==> config.mk <==
export PLATFORM = sky130hd
export DESIGN_NAME = i2c_txn_sequencer
export DESIGN_NICKNAME = d
export VERILOG_FILES = /design/src/rtl/i2c_txn_sequencer_pkg.sv /design/src/rtl/i2c_txn_sequencer_cmd_fifo.sv /design/src/rtl/i2c_txn_sequencer.sv
export SDC_FILE = /design/constraint.sdc
export NUM_CORES = 1
export LEC_CHECK = 0
export CAP_MARGIN = 20
export CELL_PAD_IN_SITES_DETAIL_PLACEMENT = 1
export CELL_PAD_IN_SITES_GLOBAL_PLACEMENT = 2
export CORE_UTILIZATION = 38
export CTS_CLUSTER_DIAMETER = 100
export DETAILED_ROUTE_END_ITERATION = 6
export PLACE_DENSITY_LB_ADDON = 0.1
export SKIP_CTS_REPAIR_TIMING = 1
export SLEW_MARGIN = 20
export SYNTH_ARGS = -nofsm -noshare
export SYNTH_HDL_FRONTEND = slang
export SYNTH_HIERARCHICAL = 1
export SYNTH_SLANG_ARGS = --single-unit
==> constraint.sdc <==
create_clock -name i_clk_400 -period 3.3 [get_ports i_clk_400]
set_input_delay 0.495 -clock i_clk_400 [delete_from_list [all_inputs] [get_ports i_clk_400]]
set_output_delay 0.495 -clock i_clk_400 [all_outputs]
set_load 0.1 [all_outputs]
==> src/rtl/i2c_txn_sequencer_pkg.sv <==
`default_nettype none
// ==========================================================================
// i2c_txn_sequencer_pkg: shared command/response/state types for the sequencer.
// Revision: 1.0
// ==========================================================================
package i2c_txn_sequencer_pkg;

  typedef struct packed {
    logic       rw;
    logic [6:0] addr;
    logic [7:0] wdata;
    logic       next_byte;
  } i2c_cmd_t;

  typedef enum logic [1:0] {
    RSP_OK      = 2'b00,
    RSP_NACK    = 2'b01,
    RSP_TIMEOUT = 2'b10
  } i2c_rsp_status_t;

  typedef enum logic [2:0] {
    ST_IDLE      = 3'd0,
    ST_LOAD      = 3'd1,
    ST_START     = 3'd2,
    ST_WAIT_DONE = 3'd3,
    ST_CHECK     = 3'd4,
    ST_RETRY_GAP = 3'd5,
    ST_RESP      = 3'd6,
    ST_GAP       = 3'd7
  } i2c_seq_state_t;

endpackage
`default_nettype wire

==> src/rtl/i2c_txn_sequencer_cmd_fifo.sv <==
`default_nettype none
// ==========================================================================
// i2c_txn_sequencer_cmd_fifo: synchronous command FIFO, power-of-2 depth.
// Revision: 1.0
// ==========================================================================
module i2c_txn_sequencer_cmd_fifo
  import i2c_txn_sequencer_pkg::*;
#(
  parameter int DEPTH = 4
) (
  input  logic                     i_clk,
  input  logic                     i_rst,
  input  logic                     i_push,
  input  i2c_cmd_t                 i_din,
  input  logic                     i_pop,
  output i2c_cmd_t                 o_dout,
  output logic [$clog2(DEPTH):0]   o_count,
  output logic                     o_full,
  output logic                     o_empty
);

  localparam int PW = (DEPTH > 1) ? $clog2(DEPTH) : 1;
  localparam int CW = $clog2(DEPTH) + 1;
  localparam logic [CW-1:0] c_depth = CW'(DEPTH);

  i2c_cmd_t        r_mem [DEPTH];
  logic [PW-1:0]   r_wr_ptr;
  logic [PW-1:0]   r_rd_ptr;
  logic [CW-1:0]   r_count;
  logic            w_push;
  logic            w_pop;

  assign o_full  = (r_count == c_depth);
  assign o_empty = (r_count == '0);
  assign o_count = r_count;
  assign o_dout  = r_mem[r_rd_ptr];
  assign w_push  = i_push && !o_full;
  assign w_pop   = i_pop && !o_empty;

  // Pointers wrap naturally because DEPTH is a power of two.
  always_ff @(posedge i_clk) begin
    if (i_rst) begin
      r_wr_ptr <= '0;
      r_rd_ptr <= '0;
      r_count  <= '0;
    end else begin
      if (w_push) r_wr_ptr <= r_wr_ptr + 1'b1;
      if (w_pop)  r_rd_ptr <= r_rd_ptr + 1'b1;
      case ({w_push, w_pop})
        2'b10:   r_count <= r_count + 1'b1;
        2'b01:   r_count <= r_count - 1'b1;
        default: r_count <= r_count;
      endcase
    end
  end

  always_ff @(posedge i_clk) begin
    if (w_push) r_mem[r_wr_ptr] <= i_din;
  end

endmodule
`default_nettype wire

==> src/rtl/i2c_txn_sequencer.sv <==
`default_nettype none
// ==========================================================================
// i2c_txn_sequencer: queues I2C byte commands, drives the master handshake, retries NACKs.
// Revision: 1.0
// ==========================================================================
module i2c_txn_sequencer
  import i2c_txn_sequencer_pkg::*;
#(
  parameter int FIFO_DEPTH  = 4,
  parameter int MAX_RETRY   = 2,
  parameter int TIMEOUT_CYC = 64,
  parameter int GAP_CYC     = 8
) (
  input  logic                          i_clk_400,
  input  logic                          i_rst,
  input  logic                          i_cmd_valid,
  output logic                          o_cmd_ready,
  input  logic                          i_cmd_rw,
  input  logic [6:0]                    i_cmd_addr,
  input  logic [7:0]                    i_cmd_wdata,
  input  logic                          i_cmd_next_byte,
  output logic                          o_rsp_valid,
  input  logic                          i_rsp_ready,
  output logic [7:0]                    o_rsp_rdata,
  output logic [1:0]                    o_rsp_status,
  output logic                          o_m_start_txn,
  output logic                          o_m_rw,
  output logic [6:0]                    o_m_sub_addr,
  output logic [7:0]                    o_m_data_in,
  output logic                          o_m_next_byte,
  input  logic                          i_m_done,
  input  logic                          i_m_ack_error,
  input  logic [7:0]                    i_m_data_out,
  output logic                          o_busy,
  output logic [$clog2(FIFO_DEPTH):0]   o_fifo_count
);

  localparam int TW = (TIMEOUT_CYC > 1) ? $clog2(TIMEOUT_CYC) : 1;
  localparam int GW = (GAP_CYC > 1) ? $clog2(GAP_CYC) : 1;
  localparam int RW = (MAX_RETRY > 0) ? $clog2(MAX_RETRY + 1) : 1;
  localparam logic [TW-1:0] c_tmo_last  = TW'(TIMEOUT_CYC - 1);
  localparam logic [GW-1:0] c_gap_last  = GW'(GAP_CYC - 1);
  localparam logic [RW-1:0] c_retry_max = RW'(MAX_RETRY);

  i2c_seq_state_t  r_state;
  i2c_seq_state_t  w_state_nxt;
  i2c_cmd_t        w_cmd_in;
  i2c_cmd_t        w_fifo_dout;
  i2c_cmd_t        r_cmd;
  i2c_rsp_status_t r_rsp_status;
  logic            w_push;
  logic            w_pop;
  logic            w_full;
  logic            w_empty;
  logic            w_done_rise;
  logic            w_start;
  logic            w_rsp_valid;
  logic            r_done_q;
  logic            r_ack_err;
  logic [7:0]      r_rd_smp;
  logic [7:0]      r_rsp_rdata;
  logic [TW-1:0]   r_timer;
  logic [GW-1:0]   r_gap;
  logic [RW-1:0]   r_retry;

  assign w_cmd_in    = '{rw: i_cmd_rw, addr: i_cmd_addr, wdata: i_cmd_wdata,
                         next_byte: i_cmd_next_byte};
  assign o_cmd_ready = !w_full;
  assign w_push      = i_cmd_valid && !w_full;
  assign w_done_rise = i_m_done && !r_done_q;

  i2c_txn_sequencer_cmd_fifo #(
    .DEPTH (FIFO_DEPTH)
  ) u_cmd_fifo (
    .i_clk   (i_clk_400),
    .i_rst   (i_rst),
    .i_push  (w_push),
    .i_din   (w_cmd_in),
    .i_pop   (w_pop),
    .o_dout  (w_fifo_dout),
    .o_count (o_fifo_count),
    .o_full  (w_full),
    .o_empty (w_empty)
  );

  always_ff @(posedge i_clk_400) begin
    if (i_rst) r_state <= ST_IDLE;
    else       r_state <= w_state_nxt;
  end

  // IDLE also leaves on an incoming push so the head is ready to pop in LOAD.
  always_comb begin
    w_state_nxt = r_state;
    w_pop       = 1'b0;
    w_start     = 1'b0;
    w_rsp_valid = 1'b0;
    case (r_state)
      ST_IDLE:      if (!w_empty || w_push) w_state_nxt = ST_LOAD;
      ST_LOAD: begin
        w_pop       = 1'b1;
        w_state_nxt = ST_START;
      end
      ST_START: begin
        w_start     = 1'b1;
        w_state_nxt = ST_WAIT_DONE;
      end
      ST_WAIT_DONE: begin
        if (w_done_rise)                w_state_nxt = ST_CHECK;
        else if (r_timer == c_tmo_last) w_state_nxt = ST_RESP;
      end
      ST_CHECK: begin
        if (r_ack_err && (r_retry != c_retry_max)) w_state_nxt = ST_RETRY_GAP;
        else                                       w_state_nxt = ST_RESP;
      end
      ST_RETRY_GAP: if (r_gap == c_gap_last) w_state_nxt = ST_START;
      ST_RESP: begin
        w_rsp_valid = 1'b1;
        if (i_rsp_ready) w_state_nxt = ST_GAP;
      end
      ST_GAP:       if (r_gap == c_gap_last) w_state_nxt = ST_IDLE;
      default:      w_state_nxt = ST_IDLE;
    endcase
  end

  always_ff @(posedge i_clk_400) begin
    if (i_rst) begin
      r_done_q     <= 1'b0;
      r_cmd        <= '0;
      r_ack_err    <= 1'b0;
      r_rd_smp     <= '0;
      r_rsp_rdata  <= '0;
      r_rsp_status <= RSP_OK;
      r_timer      <= '0;
      r_gap        <= '0;
      r_retry      <= '0;
    end else begin
      r_done_q <= i_m_done;
      case (r_state)
        ST_LOAD: begin
          r_cmd   <= w_fifo_dout;
          r_retry <= '0;
        end
        ST_START: r_timer <= '0;
        ST_WAIT_DONE: begin
          r_timer <= r_timer + 1'b1;
          if (w_done_rise) begin
            r_ack_err <= i_m_ack_error;
            r_rd_smp  <= i_m_data_out;
          end else if (r_timer == c_tmo_last) begin
            r_rsp_status <= RSP_TIMEOUT;
            r_rsp_rdata  <= 8'h00;
          end
        end
        ST_CHECK: begin
          if (!r_ack_err) begin
            r_rsp_status <= RSP_OK;
            r_rsp_rdata  <= r_cmd.rw ? r_rd_smp : 8'h00;
          end else if (r_retry != c_retry_max) begin
            r_retry <= r_retry + 1'b1;
          end else begin
            r_rsp_status <= RSP_NACK;
            r_rsp_rdata  <= 8'h00;
          end
        end
        ST_RETRY_GAP, ST_GAP: r_gap <= (r_gap == c_gap_last) ? '0 : r_gap + 1'b1;
        default: ;
      endcase
    end
  end

  assign o_rsp_valid   = w_rsp_valid;
  assign o_rsp_rdata   = r_rsp_rdata;
  assign o_rsp_status  = r_rsp_status;
  assign o_m_start_txn = w_start;
  assign o_m_rw        = r_cmd.rw;
  assign o_m_sub_addr  = r_cmd.addr;
  assign o_m_data_in   = r_cmd.wdata;
  assign o_m_next_byte = r_cmd.next_byte;
  assign o_busy        = (r_state != ST_IDLE) || !w_empty;

endmodule
`default_nettype wire

Word level (Yosys, flattened, before mapping) --
Memories as Yosys holds them, arrays and structs flattened. A register that Yosys moved wholly into a read port is not among the register bits. Cells that the tools add are included.
Storage, ports and cells: bits in registers 41, memory bits (writable) 68, bits of input ports 31, output and inout bits 34, word-level logic and storage cells 95, memories kept 1
Operators by class: add/sub/neg operators 7, equal/unequal tests 23, mux-type cells 30, reductions and logical operators 22
Memories:
- u_cmd_fifo.r_mem | depth 4, bits a word 17, rd ports 1, clocked after Yosys merged registers in 1, write ports 1, RTL line i2c_txn_sequencer_cmd_fifo.sv:26 | i2c_cmd_t r_mem [DEPTH];
Operator list (number):
- $mux W8 | 5
- $pmux W3 S8 | 1
- $mux W3 | 7
- $eq A3 B3 Y1 const B | 6
- $ne A2 B2 Y1 const B | 9
- $pmux W8 S2 | 1
- $mux W2 | 7
- $pmux W6 S2 | 1
- $pmux W2 S2 | 2
- $reduce_bool A2 Y1 | 4
- $add A2 B1 Y2 const B | 3
- $add A3 B1 Y3 const B | 2
- $add A6 B1 Y6 const B | 1
- $eq A3 B2 Y1 const B | 2
- $eq A6 B6 Y1 const B | 1
- $logic_not A3 Y1 | 2
- $ne A3 B3 Y1 const B | 2
- $pmux W3 S2 | 1
- $logic_and A1 B1 Y1 | 5
- $mux W1 | 5
- $reduce_and A5 Y1 | 1
- $reduce_and A4 Y1 | 1
- $eq A3 B1 Y1 const B | 1
- $logic_not A1 Y1 | 3
- 8 further kinds | 9

Longest topological paths before layout --
Gate-level depths: netlist (run 1).
depth in word-level cells 6, mapped depth 13, gate-level depth less buffers 11

Hierarchy --
Netlist (run 1), hierarchy kept.
Modules (own cells, without submodules):
- i2c_txn_sequencer_cmd_fifo | instances 1, cells an instance 143, area an instance 2967.8 µm², sequential area each 2222.1 µm²
- i2c_txn_sequencer | instances 1, cells an instance 255, area an instance 2154.6 µm², sequential area each 1021.0 µm²

Worst setup path after synthesis (run 1) --
Ideal clock, no wire load.
path type register to output, start register r_state[0], end output port o_rsp_valid, arrival 2.668 ns, data required time 2.805 ns, path slack 0.137 ns, cell stages (with the launch flop) 4, buffers on the path 2, path through dfxtp_1 buf_2 clkbuf_1 nor3_1
On the way: cells in the longest elaborated chain, start to end 2
RTL lines:
- from (decl) | RTL line i2c_txn_sequencer.sv:45 | i2c_seq_state_t r_state;
- from (signal assigned) | RTL line i2c_txn_sequencer.sv:88 | else r_state <= w_state_nxt;
- $eq A3 B3 Y1 | RTL line i2c_txn_sequencer.sv:97 | case (r_state)
- $mux W1 | RTL line i2c_txn_sequencer.sv:97
- to (decl) | RTL line i2c_txn_sequencer.sv:22 | output logic o_rsp_valid,
Every way passes these cells.

Worst setup path in the final report (run 1) --
start register u_cmd_fifo.r_count[2] (netlist: u_cmd_fifo/o_count[2]), end output port o_cmd_ready
On the way: cells in the longest elaborated chain, start to end 2
RTL lines:
- from (decl) | RTL line i2c_txn_sequencer_cmd_fifo.sv:29 | logic [CW-1:0] r_count;
- from (signal assigned) | RTL line i2c_txn_sequencer_cmd_fifo.sv:50 | 2'b10: r_count <= r_count + 1'b1;
- from (signal assigned) | RTL line i2c_txn_sequencer_cmd_fifo.sv:51 | 2'b01: r_count <= r_count - 1'b1;
- from (signal assigned) | RTL line i2c_txn_sequencer_cmd_fifo.sv:52 | default: r_count <= r_count;
- $eq A3 B3 Y1 | RTL line i2c_txn_sequencer_cmd_fifo.sv:33 | assign o_full = (r_count == c_depth);
- net w_full | RTL line i2c_txn_sequencer.sv:53 | logic w_full;
- $logic_not A1 Y1 | RTL line i2c_txn_sequencer.sv:68 | assign o_cmd_ready = !w_full;
- to (decl) | RTL line i2c_txn_sequencer.sv:17 | output logic o_cmd_ready,
The timed path passes the listed nets, and every way through them passes these cells.

==> results of run 1 <==
kinds of logic after synthesis:
group / Yosys count / synth area share
buffers and inverters: 33 / 0.0327
xor gates and xnor gates: 3 / 0.00513
and+or+nand+nor: 135 / 0.129
AOI/OAI and AO/OA: 61 / 0.0728
adders and majority gates: 10 / 0.0259
DFF: 128 / 0.633
muxes: 28 / 0.101
synthesized netlist by cell type, drive strengths merged, types with 6 or more instances:
master and n:
inv 13, o21ai 18, ha 9, clkbuf 9
nand3 6, and2 6, nor2b 7, edfxtp 68
mux2i 11, mux4 17, dfxtp 60, buf 10
nand2 59, a21oi 32, nor2 31
where the power goes:
group	switching [mW]	internal (mW)
clock	0.655	1.15
combinational	1.36	0.572
sequential	0.124	1.90
total	2.13	3.62
flip-flops by register name, indices dropped and copies added (netlist names), 3 cells and up, named ones only:
signal,count
o_rsp_rdata,8
u_cmd_fifo/r_mem,68
r_gap,3
r_state,3
o_m_data_in,8
r_timer,6
o_m_sub_addr,7
r_rd_smp,8
u_cmd_fifo/o_count,3
placed cells by master (no fill, tap or decap), types with 13 or more instances in the layout:
cell             count
edfxtp_1            68
dfxtp_1             60
nand2_1             59
clkdlybuf4s50_1     55
nor2_1              31
a21oi_1             31
buf_4               18
o21ai_0             17
clkbuf_16           17
inv_1               13
tightest hold or removal path, delay by kind of cell (launching register included):
kind / cells / cell delay, ps
AO/OA/AOI/OAI: 1 / 50
AND/OR/NAND/NOR: 1 / 50
flip-flops: 1 / 300
per-stage QoR:
step                      power (mW)  hold slack, ps
after floorplan                 3.53             424
after global placement          3.97             434
after detailed placement        4.00             449
after CTS                       5.83             456
after global routing            6.04             478
final                           5.76             455
path summary, 6_finish.rpt:
check	slack [ps]	cells after the start	to	start
worst min register to register	460	2	o_m_sub_addr[6]	o_m_sub_addr[6]
worst min-delay path	460	2	o_m_sub_addr[6]	o_m_sub_addr[6]
worst max register to register	820	11	u_cmd_fifo/o_count[2]	u_cmd_fifo/o_count[2]
worst max-delay path	600	3	o_cmd_ready	u_cmd_fifo/o_count[2]
metal layers:
layer | vias up | share of wire | track usage
li1 | 1578 | - | -
met1 | 1607 | 0.43 | 0.201
met5 | - | 0 | 0
met4 | 0 | 0.015 | 0.0745
met2 | 44 | 0.52 | 0.297
met3 | 10 | 0.029 | 0.0436
area by class of cell:
class | count | area (um^2)
fill | 1358 | 6700
sequential | 128 | 3240
multi-input combinational | 237 | 1710
timing repair buffer | 74 | 691
clock buffer | 22 | 464
tap | 176 | 220
clock inverter | 10 | 113
inverter | 14 | 52.6
==> metrics.csv, run 1 <==
stage,metric,value,unit
synthesis,synth-edff-count,68,
global_routing,overflow,0,
die,num_rows,42,
global_routing,grt_use_total,0.172,
cts,numCtsBuffers,17,
layout,fin_nets,513,
cts,cts_tree,done,
critical_path,startpoint_type,flop,
layout,antenna_cells,0,
layout,design_area,6490,um^2
critical_path,cp_slowest_cell,clkdlybuf4s50_1,
sta,rsz0062_at_grt,false,
global_routing,grt_start_max_net_pins,29,
cts,cts_buffer_depth,2,
sta,period_minus_slack,2700,ps
synthesis,seq_area_frac_synth,0.633,
place,place_ws,484,ps
die,ios,65,
sta,finalSetupViolations,0,
cts,clk_pin_slew,60,ps
power,p_leak,2.27,nW
critical_path,critPathKind,reg2out,
sta,final_hold_viol_count,0,
synthesis,synthArstFlopShare,0,
global_routing,grt_antenna_before_repair,0,
synthesis,synth_top_area_share,0.399,
detailed_routing,drt-pass1-iter-count,4,
place,dp_hpwl,7060,um
die,die_h,118,um
synthesis,syn_nets,439,
sta,finalClockSkew,6.87,ps
synthesis,syn_inst,398,
detailed_routing,via_per_inst,4.90,
detailed_routing,drtIter0Drc,125,
cts,clock_latency,410,ps
synthesis,postSynthAreaPerCell,12.9,um^2
cts,cts.sink_count,128,
synthesis,yosysTopAreaCell,edfxtp_1,
die,core_area,13200,um^2
worst_hold_path,hold_class,reg2reg,
power,power_density,886,nW/um^2
run,cap_violations,0,
synthesis,synth_seq_cells,128,
synthesis,synth_area,5120,um^2
place,gp_congestion,0.674,
place,dpl.cell_count,629,
detailed_routing,drc,0,
critical_path,worst-path-buf-inv,2,
power,vdd_drop_max,422,uV
sta,post-route-period-util,0.817,
place,place_area,5920,um^2
cts,cts_root_buf,clkbuf_16,
global_routing,grt_pass1_wl,17800,um
die,initial_core_util,0.388,
critical_path,required,2800,ps
sta,relSlewSlack,0.327,
critical_path,critPathTopFamily,buffers and inverters,
sta,timing.fmax,371,MHz
detailed_routing,ant_nets,0,
critical_path,crit_chain,nor3b_2 > inv_1 > clkdlybuf4s50_1,
layout,syn_to_final_growth,26.8,%
synthesis,synth-main-ff-cell,edfxtp_1,
die,design.die.area,13900,um^2
sta,tightest_slew,1010,ps
synthesis,ys_top_cells_by_area,"edfxtp_1 40%, dfxtp_1 23%, mux4_2 4.4%",
critical_path,max_stage_delay,970,ps
layout,stdcell_count,661,
cts,h-tree-depth,4,
sta,finalMaxSlewViolations,0,
sta,finalWorstSetupSlack,602,ps
layout,drive_gt1_frac,0.136,
synthesis,yosys_warnings,6,
sta,finalSetupTns,0,ps
die,die_x,118,um
critical_path,critPathMaxFanout,6,
place,io_buffers,64,
detailed_routing,wire_per_inst,16.5,um
run_status,status,finished clean,
global_routing,grt_pass1_vias,3365,
critical_path,crit_path_end_kind,output port,
detailed_routing,vias,3239,
detailed_routing,drt-total-wl,10900,um
layout,finish.utilization,0.492,
critical_path,worstPathArrival,2200,ps
synthesis,synth_cell_types,47,
Note: power is estimated with default switching activity, not from simulation.
==> run 2, diff against run 1 <==
==> constraint.sdc (replaced) <==
create_clock -name i_clk_400 -period 2.5 [get_ports i_clk_400]
set_input_delay 0.375 -clock i_clk_400 [delete_from_list [all_inputs] [get_ports i_clk_400]]
set_output_delay 0.375 -clock i_clk_400 [all_outputs]
set_load 0.1 [all_outputs]
==> metrics.csv, run 2 (synthesis gave the netlist of run 1 again) <==
stage,metric,value,unit,change
run_status,status,finished clean,,unchanged
sta,finalSetupViolations,0,,unchanged
global_routing,grtUsageMet1,0.207,,was 0.201
detailed_routing,ant_nets,0,,unchanged
layout,final_common_cell,edfxtp_1,,unchanged
detailed_routing,drt-total-wl,11000,um,was 10900 um
die,core_area,13200,um^2,unchanged
critical_path,reg2reg_slack,200,ps,was 820 ps
place,place_area,5900,um^2,was 5920 um^2
critical_path,regToRegStartpoint,u_cmd_fifo/o_count[1],,was u_cmd_fifo/o_count[2]
critical_path,startpoint_type,flop,,unchanged
detailed_routing,drc,0,,unchanged
power,power_density,1180,nW/um^2,was 886 nW/um^2
run,cap_violations,0,,unchanged
layout,layout_common_cells,"68 x edfxtp_1, 59 x nand2_1, 57 x dfxtp_1",,"was 68 x edfxtp_1, 60 x dfxtp_1, 59 x nand2_1"
critical_path,reg2reg_depth,11,,unchanged
power,vdd_drop_max,531,uV,was 422 uV
detailed_routing,vias,3241,,was 3239
critical_path,crit_path_end_kind,flop,,was output port
global_routing,grt_use_total,0.173,,was 0.172
global_routing,grt_start_max_net_pins,42,,was 29
sta,post-route-period-util,0.919,,
sta,final_hold_viol_count,0,,unchanged
sta,rsz0062_at_grt,false,,unchanged
detailed_routing,via_per_inst,4.87,,was 4.90
die,num_rows,42,,unchanged
die,ios,65,,unchanged
place,place_ws,-22.7,ps,was 484 ps
layout,fin_nets,518,,was 513
detailed_routing,drtIter0Drc,191,,was 125
critical_path,cpMostUsedCell,inv_1,,
cts,cts.sink_count,128,,unchanged
critical_path,cp-endpoint,u_cmd_fifo/o_count[2],,was o_cmd_ready
sta,relSlewSlack,0.645,,was 0.327
worst_hold_path,hold_class,in2reg,,was reg2reg
die,initial_core_util,0.388,,unchanged
sta,finalMaxSlewViolations,0,,unchanged
critical_path,critPathMaxFanout,6,,unchanged
cts,h-tree-depth,4,,unchanged
critical_path,cp.depth,11,,was 3
cts,clock_latency,410,ps,about the same
cts,numCtsBuffers,17,,unchanged
critical_path,required,2830,ps,was 2800 ps
global_routing,grt_pass1_wl,18100,um,was 17800 um
cts,cts_buffer_depth,2,,unchanged
die,die_x,118,um,unchanged
critical_path,crit_chain,nor3b_4 > nor2b_1 > inv_1 > nor2_1 > inv_1 > ha_1 > inv_1 > fa_1 > xor2_1 > or3_1 > a21oi_1,,was nor3b_2 > inv_1 > clkdlybuf4s50_1
cts,cts_root_buf,clkbuf_16,,unchanged
layout,largest_reg_flops,68,,unchanged
sta,finalWorstSetupSlack,203,ps,was 602 ps
layout,syn_to_final_growth,26.9,%,was 26.8%
global_routing,grt_pass1_vias,3459,,was 3365
critical_path,critPathTopFamily,simple AND/OR/NAND/NOR gates,,was buffers and inverters
layout,largest_register,u_cmd_fifo/r_mem,,unchanged
layout,antenna_cells,0,,unchanged
detailed_routing,drt-pass1-iter-count,4,,unchanged
die,design.die.area,13900,um^2,unchanged
global_routing,overflow,0,,unchanged
place,io_buffers,64,,unchanged
place,gp_congestion,0.713,,was 0.674
critical_path,worst-path-buf-inv,3,,was 2
cts,cts_tree,done,,unchanged
critical_path,r2r_end,u_cmd_fifo/o_count[2],,unchanged
global_routing,use_met2,0.293,,was 0.297
critical_path,cp-startpoint,u_cmd_fifo/o_count[1],,was u_cmd_fifo/o_count[2]
global_routing,use_met3,0.0572,,was 0.0436
cts,clk_pin_slew,60,ps,about the same
global_routing,grt_antenna_before_repair,0,,unchanged
detailed_routing,wire_per_inst,16.6,um,was 16.5 um
critical_path,cp_slowest_cell,fa_1,,was clkdlybuf4s50_1
layout,drive_gt1_frac,0.212,,was 0.136
critical_path,critPathKind,reg2reg,,was reg2out
sta,timing.fmax,435,MHz,
sta,period_minus_slack,2300,ps,
die,die_h,118,um,unchanged
critical_path,worstPathArrival,2630,ps,was 2200 ps
power,p_leak,2.35,nW,was 2.27 nW
place,dp_hpwl,7230,um,was 7060 um
layout,design_area,6500,um^2,was 6490 um^2
global_routing,busiest_layer,met2,,unchanged
sta,tightest_slew,530,ps,was 1010 ps
sta,finalClockSkew,5.88,ps,was 6.87 ps
critical_path,max_stage_delay,390,ps,was 970 ps
[run 2: power breakdown]
part	leakage [nW]	internal, mW	switching [mW]
logic	0.962	0.750	1.81
clock network	0.279	1.52	0.913
registers	1.11	2.52	0.143
[run 2: worst reg2reg max path: stages (launching register included)]
cell	delay, ps
dfxtp_2	360
nor3b_4	280
nor2b_1	100
inv_1	90
nor2_1	60
inv_1	70
ha_1	190
inv_1	70
fa_1	390
xor2_1	170
or3_1	310
a21oi_1	140
[run 2: worst min-delay path by stage]
stage	endpoint	from	cells past startpoint
after global routing	r_rd_smp[4]	i_rst	2
after floorplan	o_rsp_rdata[0]	r_rd_smp[0]	2
after detailed placement	o_rsp_rdata[1]	r_rd_smp[1]	2
final	r_rd_smp[5]	i_rst	2
after CTS	r_rd_smp[4]	i_rst	2
after global placement	o_rsp_rdata[3]	r_rd_smp[3]	2
[run 2: stage by stage]
stage	hold slack [ps]	util	total power, mW	cells	TNS (ps)
3_3_place_gp	436	0.447	5.25	634	0
4_1_cts	282	0.492	7.77	666	0
5_1_grt	296	0.493	8.02	666	0
2_1_floorplan	424	-	4.68	398	0
6_report	300	0.493	7.66	666	0
3_5_place_dp	446	0.447	5.30	634	-22.7
[run 2: final cells by class]
class	count	area (um^2)
clock inverter	12	135
fill	1372	6690
inverter	14	52.6
timing repair buffer	79	663
tap	176	220
multi-input combinational	237	1720
sequential	128	3250
clock buffer	20	457
[run 2: layer usage]
layer | vias up | part of all wire
met3 | 6 | 0.035
met5 | - | 0
met2 | 45 | 0.52
li1 | 1590 | -
met4 | 0 | 0.0060
met1 | 1600 | 0.44
==> run 3, diff against run 2 <==
--- a/config.mk
+++ b/config.mk
@@ -5,6 +5,7 @@
 export SDC_FILE = /design/constraint.sdc
 export NUM_CORES = 1
 export LEC_CHECK = 0
+export ABC_CLOCK_PERIOD_IN_PS = 2500
 export CAP_MARGIN = 20
 export CELL_PAD_IN_SITES_DETAIL_PLACEMENT = 1
 export CELL_PAD_IN_SITES_GLOBAL_PLACEMENT = 2
==> results of run 3 <==
The final DEF is identical to that of run 2; final timing and power are the same.
